`config.mk`:
```
export PLATFORM = sky130hd
export DESIGN_NAME = alu_sequencer
export DESIGN_NICKNAME = d
export VERILOG_FILES = /design/src/rtl/alu_seq_pkg.sv /design/src/rtl/alu_seq_op_decode.sv /design/src/rtl/alu_sequencer.sv
export SDC_FILE = /design/constraint.sdc
export NUM_CORES = 1
export LEC_CHECK = 0
export ABC_AREA = 1
export CAP_MARGIN = 20
export CELL_PAD_IN_SITES_DETAIL_PLACEMENT = 1
export CELL_PAD_IN_SITES_GLOBAL_PLACEMENT = 1
export CORE_MARGIN = 2
export CORE_UTILIZATION = 29
export CTS_BUF_LIST = sky130_fd_sc_hd__clkbuf_16
export DETAILED_ROUTE_END_ITERATION = 6
export PLACE_DENSITY = 0.84
export SKIP_CTS_REPAIR_TIMING = 1
export SLEW_MARGIN = 10
export SYNTH_ARGS = -nofsm -noshare
export SYNTH_HDL_FRONTEND = slang
export SYNTH_SLANG_ARGS = --single-unit
export TNS_END_PERCENT = 10
```
`constraint.sdc`:
```
create_clock -name clk -period 1.46 [get_ports clk]
set_input_delay 0.438 -clock clk [delete_from_list [all_inputs] [get_ports clk]]
set_output_delay 0.438 -clock clk [all_outputs]
set_load 0.05 [all_outputs]
```
`src/rtl/alu_seq_pkg.sv`:
```
`default_nettype none
// ============================================================================
//  Module   : alu_seq_pkg
//  Purpose  : Shared definitions for the ALU sequencer: request op codes,
//             ALU one-hot op constants, FSM state encoding, byte/flag layout.
//  Ports    : none (package)
//  Revision : 1.0  initial release
// ============================================================================
package alu_seq_pkg;

  localparam int ALU_BYTE_W    = 8;
  localparam int ALU_CARRY_BIT = 0;
  localparam int ALU_OP_W      = 7;

  // Request op codes as seen on req_op; 5..7 are illegal.
  typedef enum logic [2:0] {
    REQ_ADD = 3'd0,
    REQ_SUB = 3'd1,
    REQ_AND = 3'd2,
    REQ_OR  = 3'd3,
    REQ_NOT = 3'd4
  } req_op_e;

  // One-hot op select driven to the ALU.
  localparam logic [ALU_OP_W-1:0] ALU_OP_NONE = 7'b0000000;
  localparam logic [ALU_OP_W-1:0] ALU_OP_ADD  = 7'b0000001;
  localparam logic [ALU_OP_W-1:0] ALU_OP_SUB  = 7'b0000010;
  localparam logic [ALU_OP_W-1:0] ALU_OP_AND  = 7'b0000100;
  localparam logic [ALU_OP_W-1:0] ALU_OP_OR   = 7'b0001000;
  localparam logic [ALU_OP_W-1:0] ALU_OP_NOT  = 7'b0010000;

  typedef enum logic [1:0] {
    ST_IDLE  = 2'd0,
    ST_ISSUE = 2'd1,
    ST_READ  = 2'd2,
    ST_DONE  = 2'd3
  } state_e;

endpackage
`default_nettype wire

```
`src/rtl/alu_seq_op_decode.sv`:
```
`default_nettype none
// ============================================================================
//  Module   : alu_seq_op_decode
//  Purpose  : Combinational decode of a request op code into the ALU one-hot
//             op, whether carry/borrow is chained, and an illegal-op flag.
//  Ports    : op         in  3  request op code
//             alu_op     out 7  ALU one-hot op (0 for illegal)
//             uses_carry out 1  op chains carry/borrow between bytes
//             illegal    out 1  op code is not supported
//  Revision : 1.0  initial release
// ============================================================================
module alu_seq_op_decode
  import alu_seq_pkg::*;
(
  input  logic [2:0]          op,
  output logic [ALU_OP_W-1:0] alu_op,
  output logic                uses_carry,
  output logic                illegal
);

  always_comb begin
    alu_op     = ALU_OP_NONE;
    uses_carry = 1'b0;
    illegal    = 1'b0;
    case (op)
      REQ_ADD: begin alu_op = ALU_OP_ADD; uses_carry = 1'b1; end
      REQ_SUB: begin alu_op = ALU_OP_SUB; uses_carry = 1'b1; end
      REQ_AND: alu_op = ALU_OP_AND;
      REQ_OR:  alu_op = ALU_OP_OR;
      REQ_NOT: alu_op = ALU_OP_NOT;
      default: illegal = 1'b1;
    endcase
  end

endmodule
`default_nettype wire

```
`src/rtl/alu_sequencer.sv`:
```
`default_nettype none
// ============================================================================
//  Module   : alu_sequencer
//  Purpose  : Drives an 8-bit registered ALU one byte at a time (LSB first)
//             to execute multi-byte ADD/SUB/AND/OR/NOT requests. Each byte
//             is a write cycle (alu_wo) followed by a read cycle (alu_oe);
//             carry/borrow is chained through alu_fi/alu_fo bit 0.
//  Config   : ALU_SEQ_ZERO_FLAG_EN - when defined, adds rsp_zero output
//             (result == 0, registered with rsp_data, 0 for illegal ops).
//  Ports    : clk, rst                     clock, sync active-high reset
//             req_valid/ready/op/a/b/cin   request port
//             rsp_valid/ready/data/carry/err (+rsp_zero) response port
//             alu_a/b/fi/op/wo/oe          ALU drive
//             alu_o/fo                     ALU result and flags
//  Revision : 1.0  initial release
// ============================================================================
module alu_sequencer
  import alu_seq_pkg::*;
#(
  parameter int NBYTES = 2
)(
  input  logic                    clk,
  input  logic                    rst,
  input  logic                    req_valid,
  output logic                    req_ready,
  input  logic [2:0]              req_op,
  input  logic [8*NBYTES-1:0]     req_a,
  input  logic [8*NBYTES-1:0]     req_b,
  input  logic                    req_cin,
  output logic                    rsp_valid,
  input  logic                    rsp_ready,
  output logic [8*NBYTES-1:0]     rsp_data,
  output logic                    rsp_carry,
  output logic                    rsp_err,
`ifdef ALU_SEQ_ZERO_FLAG_EN
  output logic                    rsp_zero,
`endif
  output logic [ALU_BYTE_W-1:0]   alu_a,
  output logic [ALU_BYTE_W-1:0]   alu_b,
  output logic [ALU_BYTE_W-1:0]   alu_fi,
  output logic [ALU_OP_W-1:0]     alu_op,
  output logic                    alu_wo,
  output logic                    alu_oe,
  input  logic [ALU_BYTE_W-1:0]   alu_o,
  input  logic [ALU_BYTE_W-1:0]   alu_fo
);

  localparam int DW    = 8 * NBYTES;
  localparam int IDX_W = (NBYTES > 1) ? $clog2(NBYTES) : 1;

  state_e                state_q, state_n;
  logic [ALU_OP_W-1:0]   op_q;
  logic                  uses_carry_q;
  logic [DW-1:0]         a_q, b_q;
  logic [IDX_W-1:0]      idx_q;
  logic                  carry_q;
  logic [DW-1:0]         data_q, data_n;
  logic                  err_q;

  logic [ALU_OP_W-1:0]   dec_op;
  logic                  dec_uses_carry;
  logic                  dec_illegal;
  logic                  last_byte;
  logic                  unused_fo;

  // Only the carry bit of the ALU flag bus is consumed.
  assign unused_fo = ^alu_fo[ALU_BYTE_W-1:1];

  alu_seq_op_decode u_decode (
    .op         (req_op),
    .alu_op     (dec_op),
    .uses_carry (dec_uses_carry),
    .illegal    (dec_illegal)
  );

  assign last_byte = (idx_q == IDX_W'(NBYTES - 1));

  // Result with the current ALU byte merged in at the active index.
  always_comb begin
    data_n = data_q;
    data_n[idx_q*8 +: 8] = alu_o;
  end

  always_comb begin
    state_n = state_q;
    case (state_q)
      ST_IDLE:  if (req_valid) state_n = dec_illegal ? ST_DONE : ST_ISSUE;
      ST_ISSUE: state_n = ST_READ;
      ST_READ:  state_n = last_byte ? ST_DONE : ST_ISSUE;
      ST_DONE:  if (rsp_ready) state_n = ST_IDLE;
      default:  state_n = ST_IDLE;
    endcase
  end

  always_ff @(posedge clk) begin
    if (rst) begin
      state_q      <= ST_IDLE;
      op_q         <= ALU_OP_NONE;
      uses_carry_q <= 1'b0;
      a_q          <= '0;
      b_q          <= '0;
      idx_q        <= '0;
      carry_q      <= 1'b0;
      data_q       <= '0;
      err_q        <= 1'b0;
    end else begin
      state_q <= state_n;
      case (state_q)
        ST_IDLE: if (req_valid) begin
          op_q         <= dec_op;
          uses_carry_q <= dec_uses_carry;
          a_q          <= req_a;
          b_q          <= req_b;
          idx_q        <= '0;
          // Logic ops never see a carry, and neither do illegal ones.
          carry_q      <= req_cin & dec_uses_carry;
          data_q       <= '0;
          err_q        <= dec_illegal;
        end
        ST_READ: begin
          data_q <= data_n;
          if (uses_carry_q) carry_q <= alu_fo[ALU_CARRY_BIT];
          if (!last_byte) idx_q <= idx_q + 1'b1;
        end
        default: ;
      endcase
    end
  end

`ifdef ALU_SEQ_ZERO_FLAG_EN
  logic zero_q;
  always_ff @(posedge clk) begin
    if (rst) begin
      zero_q <= 1'b0;
    end else if (state_q == ST_IDLE && req_valid) begin
      zero_q <= 1'b0;
    end else if (state_q == ST_READ && last_byte) begin
      zero_q <= (data_n == '0);
    end
  end
  assign rsp_zero = zero_q;
`endif

  always_comb begin
    req_ready = 1'b0;
    rsp_valid = 1'b0;
    alu_a     = '0;
    alu_b     = '0;
    alu_fi    = '0;
    alu_op    = ALU_OP_NONE;
    alu_wo    = 1'b0;
    alu_oe    = 1'b0;
    case (state_q)
      ST_IDLE:  req_ready = 1'b1;
      ST_ISSUE: begin
        alu_a  = a_q[idx_q*8 +: 8];
        alu_b  = b_q[idx_q*8 +: 8];
        alu_fi = {{(ALU_BYTE_W-1){1'b0}}, carry_q};
        alu_op = op_q;
        alu_wo = 1'b1;
      end
      ST_READ:  alu_oe = 1'b1;
      ST_DONE:  rsp_valid = 1'b1;
      default:  ;
    endcase
  end

  assign rsp_data  = data_q;
  assign rsp_carry = carry_q;
  assign rsp_err   = err_q;

endmodule
`default_nettype wire

```
; ---- Word level (Yosys, flattened, before mapping)
; Cells that the tools add are included.
[classes]
n_addsub = 2
n_eq_ne = 10
shifts = 4
n_mux = 25
bitwise = 1
n_reduce_logical = 9
[ops]
columns = operator, n
row1 = 4-bit negation with 34-bit output, 1
row2 = 8-bit by 34-bit variable shift with 16-bit output (first input constant), 1
row3 = 8-bit by 34-bit variable part select with 16-bit output, 1
row4 = 16-bit one-hot mux with 2 select lines, 1
row5 = 16-bit by 5-bit variable part select with 8-bit output, 2
row6 = 5-bit one-hot mux with 5 select lines, 1
row7 = 16-bit bitwise mux, 1
row8 = 16-bit two-way mux, 1
row9 = 8-bit two-way mux, 2
row10 = 1-bit two-way mux, 11
row11 = 2-bit two-way mux, 4
row12 = 2-bit one-hot mux with 4 select lines, 1
row13 = 7-bit two-way mux, 1
row14 = 3-bit by 2-bit equality test with 1-bit output (second input constant), 2
row15 = 2-bit inequality test (second input constant), 3
row16 = 2-bit AND reduction, 3
row17 = 5-bit OR reduction, 1
row18 = 2-bit equality test (second input constant), 2
row19 = 1-bit one-hot mux with 2 select lines, 2
row20 = 3-bit by 1-bit equality test with 1-bit output (second input constant), 1
row21 = 3-bit equality test (second input constant), 1
row22 = 3-bit logical NOT, 1
row23 = 3-bit AND reduction, 1
row24 = 2-bit by 1-bit equality test with 1-bit output (second input constant), 1
row25 = 5 further kinds, 5
[totals]
ff_bits = 61
inputBits = 56
out_inout_bits = 53
word_cells = 60

; ---- Logic depth before layout (Yosys ltp)
; Gate-level depths: netlist (run 1).
[logic_depth]
ltp_word = 6
ltp_mapped = 7
depth_no_buf = 7

; ---- Cells and area by module
; A second synthesis (run 1) with hierarchy kept.
[unflattened]
hier_cells = 371
area_unflattened_um2 = 2630.0
[by_module_without_submodules]
columns = module, n_inst, cells_per_inst, area_each_um2, seq_area_each_um2
row1 = alu_sequencer, 1, 354, 2558.7, 1221.2
row2 = alu_seq_op_decode, 1, 17, 71.3, 0.0

; ---- Worst setup path before layout (run 1)
; No wires, ideal clock.
[synth_path]
kind = reg2out
startpoint = register idx_q
endpoint = output port alu_a[4]
arrival_ns = 1.568
t_required_ns = 1.022
path_slack_ns = -0.546
path_stages_with_launch = 5
path_buffers = 2
cell_sequence = dfxtp_1 -> buf_6 -> clkbuf_1 -> nand2_1 -> a21oi_1
[synth_via]
elab_chain_len = 2
[synth_lines]
columns = element, line_no
row1 = "start, declared", alu_sequencer.sv:55  ; logic [IDX_W-1:0] idx_q;
row2 = "start signal, assigned", alu_sequencer.sv:123  ; if (!last_byte) idx_q <= idx_q + 1'b1;
row3 = 16-bit by 5-bit variable part select with 8-bit output, alu_sequencer.sv:156  ; alu_a = a_q[idx_q*8 +: 8];
row4 = 8-bit two-way mux, alu_sequencer.sv:153  ; case (state_q)
row5 = "end, declared", alu_sequencer.sv:38  ; output logic [ALU_BYTE_W-1:0] alu_a,
; No other way between the ends.

; ---- Worst setup path after layout (run 1)
[layout_path]
startpoint = register state_q[1]
endpoint = output port alu_a[5]
[layout_via]
elab_chain_len = 2
[layout_lines]
columns = element, line_no
row1 = "start, declared", alu_sequencer.sv:51  ; state_e state_q, state_n;
row2 = "start signal, assigned", alu_sequencer.sv:107  ; state_q <= state_n;
row3 = 2-bit by 1-bit equality test with 1-bit output, alu_sequencer.sv:153
row4 = 8-bit two-way mux, alu_sequencer.sv:153
; No other way between the ends.

==> results_dict.tcl, run 1 <==
set metrics [dict create \
    die_h_um 97.8 \
    ir_drop_uv 534 \
    grt_pass1_vias 2991 \
    violations "negative setup slack" \
    multi_input_area_mm2 0.00138 \
    fill_cells 986 \
    synthArstFlopShare_pct 0 \
    routed_wl_um 8920 \
    skew_ps 7.43 \
    leakage_uw 0.00172 \
    synthesis.instances 355 \
    fin_area_mm2 0.00451 \
    maxCapViolCount 0 \
    seqCellArea_mm2 0.00119 \
    ff2ff_setup_slack_ps 130 \
    drtIter0Drc 38 \
    rsz0062_at_grt "true" \
    die_w_um 97.8 \
    syn_to_final_growth_pct 77.0 \
    hold_violations 0 \
    ys_top_cells_by_count "nor2_1, dfxtp_1, nand2_1" \
    synth-edff-count 0 \
    critPathLaunchType "flop" \
    grt_pass1_wl_um 14300 \
    grt_overflow_total 0 \
    crit_path_end_kind "primary output" \
    die_area_mm2 0.00956 \
    synth_flop_cell "dfxtp_1" \
    cts_tree "built" \
    numCtsBuffers 9 \
    grtUsageTotal_pct 18.8 \
    max_freq_mhz 574 \
    ys_ff_latch 59 \
    initial_core_util_pct 29.5 \
    crit_path_max_fanout 13 \
    syn_area_mm2 0.00255 \
    clock_sinks 59 \
    drive_gt1_share_pct 25.6 \
    htree_levels 3 \
    finalSetupViolations 26 \
    ys_seq_area_share_pct 46.3 \
    synth_cell_types 25 \
    ant_nets 0 \
    yosysTopAreaCell "dfxtp_1" \
    first_pass_iters 4 \
    grt_max_degree 28 \
    cts.clk_slew.worst_paths_ps 50 \
    root_buffer "clkbuf_16" \
    crit_required_ps 1020 \
    routed_via_density 4.77 \
    numPortBuffers 92 \
    core_area_mm2 0.00864 \
    syn_avg_cell_area_um2 7.18 \
    crit_start "state_q[1]" \
    yosys_warnings 0 \
    pre_cts_slack_ps -230 \
    status "finished with violations" \
    min_path_type "reg2reg" \
    post-route-period-util_pct 119 \
    cts.path.max_buffers 2 \
    utilization_pct 52.3 \
    diodes 0 \
    rr_startpoint "state_q[0]" \
    critPathArrivalTime_ps 1300 \
    netlist.area_leader.share_pct 46.3 \
    antenna_found_initial 0 \
    hpwl_um 6420 \
    period_needed_ps 1740 \
    gp_congestion 0.742 \
    synth_most_common_cell "nor2_1" \
    num_io_pins 109 \
    vias 2715 \
    min-delay-start "b_q[7]" \
    drv_slew 0 \
    drc 0 \
    place_area_mm2 0.00416 \
    clk_latency_ps 320 \
    power_density_mw_per_mm2 1130 \
    power_uw 5120 \
    setup_ws_ps -283 \
    wl_per_cell_um 15.7 \
    worst-setup-path-type "reg2out" \
    synthTopCellsByArea "dfxtp_1, nor2_1, nand2_1, a21oi_1, o21ai_0" \
    rows 34 \
    nets 513 \
]
registers in the layout, summed over array words and instances, names as in the netlist:
signal / count
rsp_data: 16
op_q: 5
a_q: 16
state_q: 2
idx_q: 1
b_q: 16
rsp_carry: 1
rsp_err: 1
uses_carry_q: 1
per-stage QoR:
step	hold WS (ps)	setup TNS, ps	cells
after CTS	489	-9580	569
after global placement	463	-8410	554
final	482	-5910	569
after floorplan	454	-467	363
after global routing	518	-7200	569
after detailed placement	476	-9860	554
critical path, stage by stage (launching register included):
cell and delay (ps):
dfxtp_2 320, inv_2 80, nand2_4 80, buf_12 180
a21oi_4 140, buf_6 180
layout make-up:
cell class | instances | share of cell area, %
timing repair buffer | 114 | 32.9
multi-input combinational | 256 | 30.5
sequential | 59 | 26.3
clock buffer | 9 | 4.99
tap | 108 | 2.99
inverter | 17 | 1.72
clock inverter | 6 | 0.582
report_power, final:
| part | internal, uW | switching (uW) | total [uW] |
|---|---|---|---|
| sequential | 1770 | 96.1 | 1860 |
| clock | 1110 | 693 | 1800 |
| combinational | 602 | 853 | 1460 |
final timing paths:
| path | endpoint | depth (start not counted) |
|---|---|---|
| min reg2reg | b_q[7] | 2 |
| max | alu_a[5] | 5 |
| min | b_q[7] | 2 |
| max reg2reg | b_q[13] | 6 |
layer usage:
layer	wire length [um]	track usage (%)	up-vias
met5	0	0	-
met4	140	6.09	0
met3	561	6.87	11
met2	4880	36.0	66
met1	3330	18.7	1308
li1	-	-	1330
kinds of logic after synthesis:
kind of cell	Yosys count	synth area share, %
DFF	59	46.3
other	1	0.147
AOI/OAI and AO/OA	80	15.8
buffers and inverters	48	10.5
and+or+nand+nor	167	27.2
layout by cell type, fill, tap and decap left out, types with 2 or more instances in the layout:
cell | synthesis | routed
conb_1 | 1 | 9
nand3_1 | 19 | 19
clkinv_2 | 0 | 3
nor3_1 | 2 | 2
nor2_1 | 78 | 72
clkbuf_16 | 0 | 9
dfxtp_1 | 59 | 55
clkdlybuf4s50_1 | 0 | 48
inv_1 | 16 | 14
buf_8 | 1 | 2
nor2_4 | 2 | 9
nand2_4 | 1 | 2
buf_6 | 4 | 18
inv_2 | 0 | 2
buf_12 | 0 | 34
o21ai_0 | 39 | 39
buf_4 | 9 | 12
dfxtp_2 | 0 | 3
nand2_1 | 59 | 58
a21oi_1 | 39 | 23
a21oi_4 | 0 | 16
Power figures use the tool's default switching activity.
==> run 2: changes to the inputs <==
--- a/config.mk
+++ b/config.mk
@@ -12,6 +12,7 @@
 export CORE_MARGIN = 2
 export CORE_UTILIZATION = 29
 export CTS_BUF_LIST = sky130_fd_sc_hd__clkbuf_16
+export CTS_CLUSTER_DIAMETER = 150
 export DETAILED_ROUTE_END_ITERATION = 6
 export PLACE_DENSITY = 0.84
 export SKIP_CTS_REPAIR_TIMING = 1
==> results of run 2 <==
Same layout as run 1: the final DEF is identical, and so are final timing and power.
